--- config.mk ---
export PLATFORM = sky130hd
export DESIGN_NAME = mem_access_unit
export DESIGN_NICKNAME = d
export VERILOG_FILES = /design/src/rtl/mem_access_unit.sv
export SDC_FILE = /design/constraint.sdc
export NUM_CORES = 1
export LEC_CHECK = 0
export ABC_CLOCK_PERIOD_IN_PS = 3800
export BUFFER_PORTS_ARGS = -buffer_cell sky130_fd_sc_hd__buf_2
export CAP_MARGIN = 30
export CORE_MARGIN = 1
export CORE_UTILIZATION = 45
export CTS_CLUSTER_SIZE = 10
export DETAILED_ROUTE_END_ITERATION = 6
export GPL_TIMING_DRIVEN = 0
export PLACE_DENSITY = 0.7
export SETUP_SLACK_MARGIN = 0.05
export SLEW_MARGIN = 20
export SYNTH_ARGS = -nofsm -noshare
export SYNTH_HDL_FRONTEND = slang
export SYNTH_SLANG_ARGS = --single-unit
--- constraint.sdc ---
create_clock -name clk -period 3.8 [get_ports clk]
set_clock_uncertainty 0.05 [all_clocks]
set_input_delay 0.19 -clock clk [delete_from_list [all_inputs] [get_ports clk]]
set_output_delay 0.19 -clock clk [all_outputs]
set_load 0.01 [all_outputs]
--- src/rtl/mem_access_unit.sv ---
// Load/store alignment unit between EX and a word-wide data memory.
// Takes one request at a time, issues one or two memory beats with byte-lane
// masks and lane-shifted store data, then returns sign/zero-extended load data.
module mem_access_unit #(
  parameter logic [31:0] BASE_ADDR = 32'h1001_0000,
  parameter int unsigned DMEM_AW   = 10,
  parameter bit          SPLIT_EN  = 1'b1
) (
  input  logic               clk,
  input  logic               rst,
  input  logic               req_valid,
  output logic               req_ready,
  input  logic [3:0]         req_op,
  input  logic [31:0]        req_addr,
  input  logic [31:0]        req_wdata,
  output logic               rsp_valid,
  input  logic               rsp_ready,
  output logic [31:0]        rsp_rdata,
  output logic               rsp_err,
  output logic               mem_en,
  output logic               mem_we,
  output logic [DMEM_AW-1:0] mem_addr,
  output logic [3:0]         mem_mask,
  output logic [31:0]        mem_wdata,
  input  logic [31:0]        mem_rdata,
  input  logic               mem_ack
);

  localparam logic [3:0] OpLw  = 4'd0;
  localparam logic [3:0] OpLh  = 4'd1;
  localparam logic [3:0] OpLb  = 4'd2;
  localparam logic [3:0] OpLhu = 4'd3;
  localparam logic [3:0] OpLbu = 4'd4;
  localparam logic [3:0] OpSw  = 4'd5;
  localparam logic [3:0] OpSh  = 4'd6;
  localparam logic [3:0] OpSb  = 4'd7;

  typedef enum logic [1:0] {StIdle, StBeat0, StBeat1, StResp} state_e;

  state_e              state_q, state_d;
  logic [3:0]          op_q;
  logic [1:0]          b_q;
  logic [DMEM_AW-1:0]  word_q;
  logic [31:0]         wdata_q;
  logic [31:0]         lo_q;
  logic [31:0]         hi_q;
  logic                cross_q;
  logic                err_q;

  // Access size in bytes; 0 marks an illegal op.
  function automatic logic [2:0] size_of(input logic [3:0] op);
    case (op)
      OpLw, OpSw:         size_of = 3'd4;
      OpLh, OpLhu, OpSh:  size_of = 3'd2;
      OpLb, OpLbu, OpSb:  size_of = 3'd1;
      default:            size_of = 3'd0;
    endcase
  endfunction

  // Request decode, used only in the accepting cycle.
  logic [31:0] req_off;
  logic [2:0]  req_size;
  logic        req_illegal;
  logic        req_cross;
  logic        req_reject;
  logic        accept;
  logic        unused_off_hi;

  assign req_off       = req_addr - BASE_ADDR;
  assign req_size      = size_of(req_op);
  assign req_illegal   = (req_op > OpSb);
  assign req_cross     = (({1'b0, req_off[1:0]} + req_size) > 3'd4);
  assign req_reject    = req_illegal || (req_cross && !SPLIT_EN);
  assign accept        = req_valid && req_ready;
  // Offset bits above the memory window are ignored by design.
  assign unused_off_hi = ^req_off[31:DMEM_AW+2];

  // Decode of the captured request.
  logic [2:0] cur_size;
  logic       cur_store;
  logic       cur_load;
  logic [4:0] lane_shamt;
  logic [5:0] hi_shamt;
  logic [2:0] hi_lanes;
  logic [3:0] lane_ones;

  assign cur_size   = size_of(op_q);
  assign cur_store  = op_q inside {OpSw, OpSh, OpSb};
  assign cur_load   = op_q inside {OpLw, OpLh, OpLb, OpLhu, OpLbu};
  assign lane_shamt = {b_q, 3'b000};
  // Beat 1 carries the bytes that spilled past lane 3.
  assign hi_shamt   = 6'd32 - {1'b0, lane_shamt};
  assign hi_lanes   = {1'b0, b_q} + cur_size - 3'd4;

  // Contiguous low-lane mask for the access size.
  always_comb begin
    lane_ones = 4'b0000;
    case (cur_size)
      3'd1:    lane_ones = 4'b0001;
      3'd2:    lane_ones = 4'b0011;
      3'd4:    lane_ones = 4'b1111;
      default: lane_ones = 4'b0000;
    endcase
  end

  // Next-state logic.
  always_comb begin
    state_d = state_q;
    case (state_q)
      StIdle: begin
        if (accept) begin
          state_d = req_reject ? StResp : StBeat0;
        end
      end
      StBeat0: begin
        if (mem_ack) begin
          state_d = cross_q ? StBeat1 : StResp;
        end
      end
      StBeat1: begin
        if (mem_ack) begin
          state_d = StResp;
        end
      end
      StResp: begin
        if (rsp_ready) begin
          state_d = StIdle;
        end
      end
      default: state_d = StIdle;
    endcase
  end

  // State and capture registers; reset abandons any in-flight request.
  always_ff @(posedge clk) begin
    if (rst) begin
      state_q <= StIdle;
      op_q    <= 4'd0;
      b_q     <= 2'd0;
      word_q  <= '0;
      wdata_q <= 32'd0;
      lo_q    <= 32'd0;
      hi_q    <= 32'd0;
      cross_q <= 1'b0;
      err_q   <= 1'b0;
    end else begin
      state_q <= state_d;
      if (accept) begin
        op_q    <= req_op;
        b_q     <= req_off[1:0];
        word_q  <= req_off[DMEM_AW+1:2];
        wdata_q <= req_wdata;
        cross_q <= req_cross;
        err_q   <= req_reject;
        // HI stays zero for single-beat loads so the final shift is uniform.
        lo_q    <= 32'd0;
        hi_q    <= 32'd0;
      end
      if (state_q == StBeat0 && mem_ack && cur_load) begin
        lo_q <= mem_rdata;
      end
      if (state_q == StBeat1 && mem_ack && cur_load) begin
        hi_q <= mem_rdata;
      end
    end
  end

  // Memory beat and response outputs, all driven from registered state.
  logic [31:0] load_v;

  always_comb begin
    req_ready = (state_q == StIdle) && !rst;
    rsp_valid = 1'b0;
    rsp_rdata = 32'd0;
    rsp_err   = 1'b0;
    mem_en    = 1'b0;
    mem_we    = 1'b0;
    mem_addr  = '0;
    mem_mask  = 4'b0000;
    mem_wdata = 32'd0;
    load_v    = 32'({hi_q, lo_q} >> lane_shamt);
    case (state_q)
      StBeat0: begin
        mem_en    = 1'b1;
        mem_we    = cur_store;
        mem_addr  = word_q;
        mem_mask  = lane_ones << b_q;
        mem_wdata = wdata_q << lane_shamt;
      end
      StBeat1: begin
        mem_en    = 1'b1;
        mem_we    = cur_store;
        mem_addr  = word_q + DMEM_AW'(1);
        mem_mask  = (4'd1 << hi_lanes) - 4'd1;
        mem_wdata = wdata_q >> hi_shamt;
      end
      StResp: begin
        rsp_valid = 1'b1;
        rsp_err   = err_q;
        if (!err_q) begin
          case (op_q)
            OpLw:    rsp_rdata = load_v;
            OpLh:    rsp_rdata = {{16{load_v[15]}}, load_v[15:0]};
            OpLhu:   rsp_rdata = {16'd0, load_v[15:0]};
            OpLb:    rsp_rdata = {{24{load_v[7]}}, load_v[7:0]};
            OpLbu:   rsp_rdata = {24'd0, load_v[7:0]};
            default: rsp_rdata = 32'd0;
          endcase
        end
      end
      default: ;
    endcase
  end

endmodule
==> impl.org <==
** Clocking
- The tree built by TritonCTS fans out to 111 sinks.
- Clock-pin slew was measured on the worst setup and hold paths at 0.08 ns.
- Worst-skew pair later-pin latency :: 0.36 ns
- Count of H-tree levels built during CTS :: 3
- Root buffer cell :: sky130_fd_sc_hd__clkbuf_16
- TritonCTS built the clock tree.
- Total CTS buffers :: 9
- Longest Clk Path Bufs :: 2

** Hold path
- Hold wc startpoint :: mem_rdata[27]
- Depth of the worst hold-timing path :: 3
- The path with the worst hold slack has its endpoint at lo_q[27].
- Type of the worst min-delay path :: in -> reg

** Logic synthesis
- For this run, the register share of the synthesized area comes to 0.3027.
- Library cells used by synthesis :: 64
- In this run, synthesis inferred 0 flip-flops with an integrated enable.
- Synth Register Bits :: 111
- Synthesized instance count :: 895
- A synthesized cell averages 8.202 um2.
- Netlist Area Pre-Place :: 7341 um2
- Post-Syn Nets :: 1,018
- Count of yosys warnings during synthesis :: 0
- In the synthesized netlist the async set-or-reset flop fraction comes to 0.
- In the synthesized netlist the dominant register cell turns out to be sky130_fd_sc_hd__dfxtp_1.

** Global route
- The first global-routing pass estimated 38,640 um of wire.
- Largest net degree at the start of global routing :: 19
- Aggregate global-route resource usage :: 0.3041
- After global routing the overflow that remains totals 0.
- The initial antenna violation count came to 0.
- The via count of the first global-routing pass was 7,156.

** Finish
- P&R area growth vs syn :: 25.31%
- After filler insertion, the fill cell instance count of the layout stands at 1,490.
- In the layout the commonest cells are 189 x sky130_fd_sc_hd__buf_2, 187 x sky130_fd_sc_hd__nand2_1, 111 x sky130_fd_sc_hd__dfxtp_1.
- Final non-filler cell area :: 9199 um2
- The final layout contains 1,241 nets.
- The finished layout holds 1,339 standard cells, fillers aside.
- Share of cells above drive strength 1 :: 0.2369
- The library cell used most frequently in the layout, excluding fill and tap cells, is sky130_fd_sc_hd__buf_2.
- 0 antenna diodes ended up in the layout.

** Critical path
- Data arrives at the worst endpoint at 3.40 ns.
- The number of cells on the worst reg-to-reg path is 10.
- Critical register-to-register path startpoint :: state_q[1]
- Crit-path max FO :: 10
- The setup path with the least slack is of type reg -> out.
- The worst setup path is captured at a primary output.
- Setup slack of the worst register-to-register path :: 1.17 ns
- Critical path launch point type :: flip-flop
- Worst endpoint required time :: 3.56 ns

** Placed design
- IO buf count :: 167
- Detailed placement finished with a half-perimeter wire length of 18,170 um.
- Prior to clock tree synthesis, the placed netlist has a worst setup slack of 0.4781 ns.
- Once placement completed, the tool counted placed cells totaling 1,280.
- Summing all placed instances gives a cell area of 8457 um2.
- Global placer's final weighted congestion :: 0.9157

** STA
- Hold is met by 0.005646 ns.
- Final-report setup violation count :: 0
- Final Cycle Share :: 0.9566
- Summed over all failing endpoints, the final setup total negative slack is 0 ns.
- Final hold violations :: 0
- Count of final max-slew check failures :: 0
- Setup WS post-layout :: 0.1649 ns
- Slew HR :: 0.5183
- Setup repair after global routing left no endpoint under its margin.
- Counting I/O delays and the setup requirement, the final critical path takes 3.635 ns.
- Fmax achieved :: 275.1 MHz
- Pin slew with the least headroom to its limit :: 0.7170 ns

** Floorplanning
- For this configuration, the core starts out at a cell density of 0.4621.
- The floorplan has 46 rows.
- The die is 129.7 um wide.
- The die is 129.7 um tall.
- Overall die area :: 16,830 um2
- Core Area :: 15,890 um2
- For this design the top-level I/O count stands at 188.

** Route
- Initial drt markers :: 790
- Antenna Violating Nets Remaining :: 0
- The final route contains 7,948 vias.
- Via density per instance :: 5.936
- After detailed routing, the total wire length is 25,610 um.
- In the final routed layout, each cell accounts on average for 19.13 um.
- Number of detailed-routing iterations run before antenna repair :: 7
- DRC errors left :: 0

** Status
- The flow ran to the end, and the final reports show no timing, DRC or antenna violations.

** Power and ir drop
- The worst-case IR drop observed on VDD is 0.3001 mV.
- For this design the ratio of total power to cell area is 504.7 nW/um2.
- For this design the static power due to leakage is 3.678 nW.

** Flow run
- Max_cap viols :: 0
state kept, by name (all words and copies together), names as in the netlist, named ones only:
signal	count
lo_q	32
b_q	2
err_q	1
hi_q	24
cross_q	1
op_q	4
wdata_q	32
state_q	2
word_q	10
worst max path at each step:
| stage | start | end |
|---|---|---|
| floorplan | b_q[1] | mem_mask[1] |
| global placement | b_q[1] | mem_mask[1] |
| detailed placement | b_q[1] | mem_mask[1] |
| CTS | b_q[1] | mem_mask[1] |
| global route | b_q[1] | mem_mask[1] |
| finish | b_q[1] | mem_mask[1] |
per-layer routing:
layer / track usage / wire (um) / up-vias
met5: 0 / 0 / -
met4: 0.1231 / 914 / 0
met3: 0.04387 / 2573 / 69
met2: 0.4715 / 11450 / 478
met1: 0.4257 / 10670 / 3740
li1: - / - / 3661
report_power, final:
| part | internal (mW) | total [mW] | leakage [nW] | switching, mW |
|---|---|---|---|---|
| Combinational | 0.813 | 2.08 | 2.62 | 1.27 |
| Clock | 0.538 | 1.01 | 0.152 | 0.475 |
| Sequential | 1.33 | 1.55 | 0.905 | 0.212 |
| Total | 2.68 | 4.64 | 3.68 | 1.96 |
Yosys cell counts (all sizes together) (20+ instances only):
cell / n / area (um2)
nand3: 60 / 300.3
a21oi: 99 / 510.5
mux4: 32 / 720.7
clkbuf: 41 / 153.9
nor2: 20 / 75.07
nor2b: 42 / 262.8
buf: 41 / 231.5
nand3b: 50 / 375.4
nand2: 187 / 701.9
dfxtp: 111 / 2222
mux2i: 26 / 260.3
cells by family (layout without fill, tap and decap cells):
group                      Yosys count  in the layout  synth area share
xor gates and xnor gates             3              3          0.003580
AOI/OAI and AO/OA                  204            204            0.1822
muxes                               68             68            0.1490
adders and majority gates           18             18           0.03170
and+or+nand+nor                    395            395            0.2712
DFF                                111            111            0.3027
buffers and inverters               96            324           0.05966
critical path, cell delays in order (launching register included):
cell and delay, ns:
sky130_fd_sc_hd__dfxtp_1 0.43, sky130_fd_sc_hd__buf_6 0.22, sky130_fd_sc_hd__buf_6 0.19, sky130_fd_sc_hd__inv_1 0.07
sky130_fd_sc_hd__buf_2 0.20, sky130_fd_sc_hd__xnor2_1 0.16, sky130_fd_sc_hd__ha_1 0.25, sky130_fd_sc_hd__a211o_1 0.32
sky130_fd_sc_hd__a211o_1 0.29, sky130_fd_sc_hd__ha_1 0.29, sky130_fd_sc_hd__nand2b_1 0.13, sky130_fd_sc_hd__a21boi_0 0.27
sky130_fd_sc_hd__buf_2 0.19
cell type report:
| cell class | count | area [um2] | area share |
|---|---|---|---|
| Inverter | 14 | 52.55 | 0.005713 |
| Multi-Input combinational cell | 688 | 4681 | 0.5088 |
| Buffer | 82 | 392.9 | 0.04271 |
| Timing Repair Buffer | 212 | 1274 | 0.1385 |
| Clock buffer | 11 | 242.7 | 0.02639 |
| Clock inverter | 5 | 63.81 | 0.006937 |
| Tap cell | 216 | 270.3 | 0.02938 |
| Sequential cell | 111 | 2222 | 0.2416 |
per-stage QoR:
stage                 util  power [mW]
detailed placement  0.5324       3.554
global route        0.5791       4.867
finish              0.5791       4.642
floorplan                -       2.888
CTS                 0.5781       4.579
global placement    0.5317       3.522
what timing repair did:
item / 4_1_cts / 5_1_grt
resized for setup: 0 / 2
hold buffers: 42 / 0
hold endpoints to repair: 42 / 0
setup buffers: 0 / 1
endpoints found under the setup margin: 0 / 12
(Power assumes the default switching activity.)
